## src/rtl/uart_rx.sv

```systemverilog
// UART receiver: 2-flop sync, oversampled start/data/parity/stop FSM, FWFT byte FIFO, registered RTS.
// Latency: byte on rx_d_o one cycle after the mid-stop sample; FIFO full with no pop drops the byte (overrun).

module uart_rx_fifo #(
  parameter int WIDTH = 8,
  parameter int DEPTH = 8
) (
  input  logic                   clk,
  input  logic                   rst_n,
  input  logic                   push_vld_i,
  input  logic [WIDTH-1:0]       push_dat_i,
  input  logic                   pop_rdy_i,
  input  logic                   flush_i,
  output logic [WIDTH-1:0]       head_dat_o,
  output logic [$clog2(DEPTH):0] count_o,
  output logic                   full_o,
  output logic                   empty_o
);
  localparam int AW = $clog2(DEPTH);
  localparam logic [AW:0] PTR_ONE = (AW+1)'(1);

  logic [WIDTH-1:0] mem_q [DEPTH];
  logic [AW:0]      wptr_q, wptr_d;
  logic [AW:0]      rptr_q, rptr_d;
  logic             pop_ok, push_ok;

  assign count_o    = wptr_q - rptr_q;
  assign empty_o    = (wptr_q == rptr_q);
  assign full_o     = (wptr_q[AW] != rptr_q[AW]) && (wptr_q[AW-1:0] == rptr_q[AW-1:0]);
  assign head_dat_o = mem_q[rptr_q[AW-1:0]];
  assign pop_ok     = pop_rdy_i && !empty_o;
  assign push_ok    = push_vld_i && (!full_o || pop_ok);

  always_comb begin
    wptr_d = wptr_q;
    rptr_d = rptr_q;
    if (flush_i) begin
      wptr_d = '0;
      rptr_d = '0;
    end else begin
      if (push_ok) wptr_d = wptr_q + PTR_ONE;
      if (pop_ok)  rptr_d = rptr_q + PTR_ONE;
    end
  end

  always_ff @(posedge clk or negedge rst_n) begin
    if (!rst_n) begin
      wptr_q <= '0;
      rptr_q <= '0;
    end else begin
      wptr_q <= wptr_d;
      rptr_q <= rptr_d;
    end
  end

  always_ff @(posedge clk or negedge rst_n) begin
    if (!rst_n) begin
      for (int i = 0; i < DEPTH; i++) mem_q[i] <= '0;
    end else if (push_ok && !flush_i) begin
      mem_q[wptr_q[AW-1:0]] <= push_dat_i;
    end
  end
endmodule

module uart_rx #(
  parameter int OVERSAMPLE = 16,
  parameter int FIFO_DEPTH = 8,
  parameter int DIV_WIDTH  = 16
) (
  input  logic                 clk,
  input  logic                 rst_n,
  input  logic                 rx_i,
  input  logic                 rx_enable_i,
  input  logic [DIV_WIDTH-1:0] baud_div_i,
  input  logic                 parity_en_i,
  input  logic                 flush_i,
  output logic                 rx_rts_n_o,
  output logic [7:0]           rx_d_o,
  output logic                 rx_d_valid_o,
  input  logic                 rx_d_ready_i,
  output logic                 rx_full_o,
  output logic                 rx_empty_o,
  output logic                 parity_err_o,
  output logic                 frame_err_o,
  output logic                 overrun_o
);
  localparam int OSW = $clog2(OVERSAMPLE);
  localparam int CW  = $clog2(FIFO_DEPTH) + 1;
  localparam logic [OSW-1:0]       OS_HALF = OSW'(OVERSAMPLE/2 - 1);
  localparam logic [OSW-1:0]       OS_LAST = OSW'(OVERSAMPLE - 1);
  localparam logic [OSW-1:0]       OS_ONE  = OSW'(1);
  localparam logic [CW-1:0]        RTS_LVL = CW'(FIFO_DEPTH - 2);
  localparam logic [DIV_WIDTH-1:0] DIV_ONE = DIV_WIDTH'(1);

  typedef enum logic [2:0] {ST_IDLE, ST_START, ST_DATA, ST_PARITY, ST_STOP} state_e;

  typedef struct packed {
    logic parity;
    logic frame;
    logic overrun;
  } err_t;

  logic [1:0]           sync_q;
  logic                 rx_s;
  state_e               state_q, state_d;
  logic [DIV_WIDTH-1:0] presc_q, presc_d;
  logic [DIV_WIDTH-1:0] div_eff;
  logic                 os_tick;
  logic [OSW-1:0]       os_q, os_d;
  logic [2:0]           bit_q, bit_d;
  logic [7:0]           shift_q, shift_d;
  logic                 par_err_q, par_err_d;
  logic                 armed_q, armed_d;
  err_t                 err_q, err_d;
  logic                 rts_q, rts_d;
  logic                 push, pop;
  logic                 mid_tick, ctr_tick;
  logic                 fifo_full, fifo_empty;
  logic [CW-1:0]        fifo_count;

  assign rx_s     = sync_q[1];
  assign div_eff  = (baud_div_i == '0) ? DIV_ONE : baud_div_i;
  assign os_tick  = (presc_q == div_eff - DIV_ONE);
  assign mid_tick = os_tick && (os_q == OS_HALF);
  assign ctr_tick = os_tick && (os_q == OS_LAST);
  assign pop      = !fifo_empty && rx_d_ready_i;

  always_comb begin
    state_d   = state_q;
    os_d      = os_tick ? os_q + OS_ONE : os_q;
    bit_d     = bit_q;
    shift_d   = shift_q;
    par_err_d = par_err_q;
    armed_d   = (state_q == ST_IDLE) && (armed_q || rx_s);
    err_d     = '0;
    push      = 1'b0;

    unique case (state_q)
      ST_IDLE: begin
        // A line held low (break) must go high once before a new start counts.
        if (armed_q && rx_enable_i && !rx_s) state_d = ST_START;
      end
      ST_START: begin
        par_err_d = 1'b0;
        if (mid_tick) begin
          if (rx_s) begin
            state_d = ST_IDLE;
          end else begin
            state_d = ST_DATA;
            bit_d   = '0;
          end
        end
      end
      ST_DATA: begin
        if (ctr_tick) begin
          shift_d = {rx_s, shift_q[7:1]};
          os_d    = '0;
          if (bit_q == 3'd7) state_d = parity_en_i ? ST_PARITY : ST_STOP;
          else               bit_d   = bit_q + 3'd1;
        end
      end
      ST_PARITY: begin
        if (ctr_tick) begin
          par_err_d = (rx_s != ^shift_q);
          state_d   = ST_STOP;
        end
      end
      ST_STOP: begin
        // Finish at mid-stop so a back-to-back start edge is not missed.
        if (ctr_tick) begin
          state_d = ST_IDLE;
          if (!rx_s)                   err_d.frame = 1'b1;
          else if (par_err_q)          err_d.parity = 1'b1;
          else if (fifo_full && !pop)  err_d.overrun = !flush_i;
          else                         push = 1'b1;
        end
      end
      default: state_d = ST_IDLE;
    endcase

    if (!rx_enable_i) begin
      state_d = ST_IDLE;
      err_d   = '0;
      push    = 1'b0;
    end

    if (state_d != state_q) os_d = '0;

    if (state_q == ST_IDLE && state_d != ST_IDLE) presc_d = '0;
    else if (os_tick)                             presc_d = '0;
    else                                          presc_d = presc_q + DIV_ONE;

    rts_d = !rx_enable_i || (fifo_count >= RTS_LVL);
  end

  always_ff @(posedge clk or negedge rst_n) begin
    if (!rst_n) begin
      sync_q    <= 2'b11;
      state_q   <= ST_IDLE;
      presc_q   <= '0;
      os_q      <= '0;
      bit_q     <= '0;
      shift_q   <= '0;
      par_err_q <= 1'b0;
      armed_q   <= 1'b0;
      err_q     <= '0;
      rts_q     <= 1'b1;
    end else begin
      sync_q    <= {sync_q[0], rx_i};
      state_q   <= state_d;
      presc_q   <= presc_d;
      os_q      <= os_d;
      bit_q     <= bit_d;
      shift_q   <= shift_d;
      par_err_q <= par_err_d;
      armed_q   <= armed_d;
      err_q     <= err_d;
      rts_q     <= rts_d;
    end
  end

  uart_rx_fifo #(
    .WIDTH (8),
    .DEPTH (FIFO_DEPTH)
  ) u_fifo (
    .clk        (clk),
    .rst_n      (rst_n),
    .push_vld_i (push),
    .push_dat_i (shift_q),
    .pop_rdy_i  (rx_d_ready_i),
    .flush_i    (flush_i),
    .head_dat_o (rx_d_o),
    .count_o    (fifo_count),
    .full_o     (fifo_full),
    .empty_o    (fifo_empty)
  );

  assign rx_d_valid_o = !fifo_empty;
  assign rx_empty_o   = fifo_empty;
  assign rx_full_o    = fifo_full;
  assign rx_rts_n_o   = rts_q;
  assign parity_err_o = err_q.parity;
  assign frame_err_o  = err_q.frame;
  assign overrun_o    = err_q.overrun;
endmodule

```

## config.mk

```make
export PLATFORM = sky130hd
export DESIGN_NAME = uart_rx
export DESIGN_NICKNAME = d
export VERILOG_FILES = /design/src/rtl/uart_rx.sv
export SDC_FILE = /design/constraint.sdc
export NUM_CORES = 1
export LEC_CHECK = 0
export ABC_AREA = 1
export CAP_MARGIN = 20
export CORE_UTILIZATION = 60
export CTS_BUF_LIST = sky130_fd_sc_hd__clkbuf_8 sky130_fd_sc_hd__clkbuf_16
export CTS_CLUSTER_SIZE = 30
export DETAILED_ROUTE_END_ITERATION = 8
export PLACE_DENSITY = 0.8
export SLEW_MARGIN = 10
export SYNTH_ARGS = -nofsm -noshare
export SYNTH_HDL_FRONTEND = slang
export SYNTH_HIERARCHICAL = 1
export SYNTH_SLANG_ARGS = --single-unit
```

## constraint.sdc

```tcl
create_clock -name clk -period 5.05 [get_ports clk]
set_clock_uncertainty 0.1 [all_clocks]
set_input_delay 1.01 -clock clk [delete_from_list [all_inputs] [get_ports clk]]
set_output_delay 1.01 -clock clk [all_outputs]
set_load 0.005 [all_outputs]
```

==> metrics.txt <==
status finished, final reports clean; P_leak 0.00402 uW; ratio of cells with drive above 1 in the final layout 8.11%; nets@finish 1020; Slew @ Worst Pin 962 ps; final clock period utilization by the worst path between 90% and 100%; Post-route DRC 0; IO buf count 37; CP endpoint kind register; first-pass GRT wire length 29.4 mm; switching part of the total between 30% and 40%; H-tree levels 4; slowest stage cell on the critical path clkdlybuf4s50_1; post-route insts no fill 1139; Area Growth Syn to Fin 15.4%; FMAX 214 MHz; dominant cells by area after synthesis dfrtp_1, nand2_1, nor2_1, inv_1, o21ai_0; relative slew slack between 30% and 40%; dpl cells 1106; # rows 38; clock tree root buffer cell clkbuf_16; Clock transition at path regs 50 ps; Worst VDD drop about 400 uV; M1 WL approximately 8.1 mm; met2 WL 7.82 mm; CTS tree done; crit path launch baud_div_i[8]; max cap viols 0; R2R cell count 14; pin count of the biggest net entering global routing 70; FFs w/ async S/R, synth 100%; CP peak stage delay 470 ps; gr usage total 32.8%; worst-case clock buffer depth 2; commonest cells in the netlist nand2_1, dfrtp_1, nor2_1; via count 6409; CP Data Arrival Time between 4000 and 5000 ps; Critical Path RT 5300 ps; clock share of power roughly 40%; cell repeated most along the worst path nand2_1; WS Path Type input pin to register; Synth cell types 44; remaining global-route overflow 0; die width 109 um; Syn Nets 980; Antenna diodes 0; count leader, synth nand2_1; clock latency at the later pin of the worst-skew pair around 420 ps; Sw Pwr 912 uW; cell taking the most area after synthesis dfrtp_1; mean area per synthesized cell between 7 and 8 um^2; final WL ~18 mm; Iter 0 DRT Violations 534; instance count on the critical path 26; Internal Power 2010 uW; GPL Wtd Cong 0.918; Post-DRT Antenna Nets 0; Boundary Pins 38; combinational share of power 26.1%; clock sink count 114; Synth Warn # 6; register area share after synthesis between 40 and 50%; Die Span Y 109 um; FF-to-FF End u_fifo/wptr_q[0]; top sig layer met4; CP delay by family, top simple AND/OR/NAND/NOR gates; Fin. Hold Viols 0; 1st-pass router iterations 5; Cells after Synth 946; vias in the first global route 6036; routed len/inst 15.5 um; CTS Buf Count 17; Final setup violation count 0; CP Launch Type input pin; FF+latch count, synth 114; R2R setup slack 1690 ps; RR Startpoint u_fifo/rptr_q[2]; Post-synth EDFFs 0; critical path peak fanout 10; top cell type's share of synthesized area 40.5%; initial antenna violation count 0; RSZ-0062 raised after global routing false; most common flop cell mapped by yosys dfrtp_1; PwrDens 369 mW/mm^2; Tmin final 4670 ps; HP Class register to register; Initial Util 62.5%; full die area ~0.012 mm^2; crit path to u_fifo/mem_q[13]; Buf/Inv on CP 3; met3 wire length about 1.4 mm; synthesized cell area a little under 0.007 mm^2; dpl hpwl between 10 and 15 mm; sequential power share about 34%; fin. max-slew vios 0; vias per inst between 5 and 6; Core ar. 0.0110 mm^2; Layout Utilization 72.1%
[through the flow]
step / setup WS, ps / instance area [um^2] / setup TNS, ps / hold slack [ps] / total power (uW)
6_report: 380 / 7920 / 0 / 258 / 2920
5_1_grt: 37.2 / 7920 / 0 / 259 / 3070
4_1_cts: 403 / 7910 / 0 / 256 / 2920
3_5_place_dp: -15.0 / 7330 / -28.4 / 250 / 1740
3_3_place_gp: 51.0 / 7330 / 0 / 247 / 1740
2_1_floorplan: 996 / 6870 / 0 / 245 / 1450
[logic make-up (layout without fill, tap and decap cells)]
kind of cell | after synthesis | after routing | synth area share [%]
fa+ha+maj | 11 | 11 | 2.11
buf+inv | 117 | 170 | 7.18
simple gates | 575 | 575 | 36.5
mux | 1 | 1 | 0.164
xor+xnor | 40 | 40 | 5.41
flops | 114 | 114 | 41.6
compound gates | 88 | 88 | 7.02
[final cells by class]
cell class / instances / area, um^2
Multi-Input combinational cell: 715 / 3520
Fill cell: 880 / 3060
Sequential cell: 114 / 2860
Timing Repair Buffer: 49 / 458
Clock buffer: 17 / 425
Inverter: 89 / 334
Tap cell: 140 / 175
Clock inverter: 15 / 154
[power groups by stage]
stage | clock network [uW] | registers [uW] | logic (uW)
after CTS | 1180 | 987 | 750
after detailed placement | 0 | 1000 | 742
final | 1170 | 987 | 762
after global routing | 1230 | 993 | 845
after global placement | 0 | 1000 | 737
after floorplan | 0 | 985 | 460
[placed cells by master, fill, tap and decap left out, types with 10 or more instances in the layout]
cell / n
nand3_1: 40
nand4_1: 24
clkdlybuf4s50_1: 36
xnor2_1: 11
o21ai_0: 49
buf_4: 13
inv_1: 91
nor2_4: 12
xor2_1: 27
ha_1: 10
dfrtp_1: 111
nor3_1: 16
o22ai_1: 16
nor2_1: 110
clkbuf_16: 17
nand2_1: 340
[per-layer routing]
metal	vias to the layer above	track usage, %
met5	-	0
met3	34	6.69
met4	0	12.5
met1	3019	46.5
met2	264	49.4
li1	3092	-
[sequential cells by signal (all words and copies together) (netlist names)]
signal / flops
armed_q: 1
bit_q: 3
frame_err_o: 1
os_q: 4
overrun_o: 1
par_err_q: 1
parity_err_o: 1
presc_q: 16
rx_rts_n_o: 1
shift_q: 8
state_q: 3
sync_q: 2
u_fifo/mem_q: 64
u_fifo/rptr_q: 4
u_fifo/wptr_q: 4
[worst min path at each step]
stage                   start  depth (start not counted)   endpoint  slack [ps]
global route        sync_q[0]                          0  sync_q[1]         260
finish              sync_q[0]                          0  sync_q[1]         260
global placement    sync_q[0]                          0  sync_q[1]         250
floorplan           sync_q[0]                          0  sync_q[1]         250
detailed placement  sync_q[0]                          0  sync_q[1]         250
CTS                 sync_q[0]                          0  sync_q[1]         260
[what timing repair did]
action,CTS,global route
buffers inserted,0,1
resized for setup,0,1
endpoints found under the setup margin,0,40
hold buffers,0,0
Note: power is estimated with default switching activity, not from simulation.
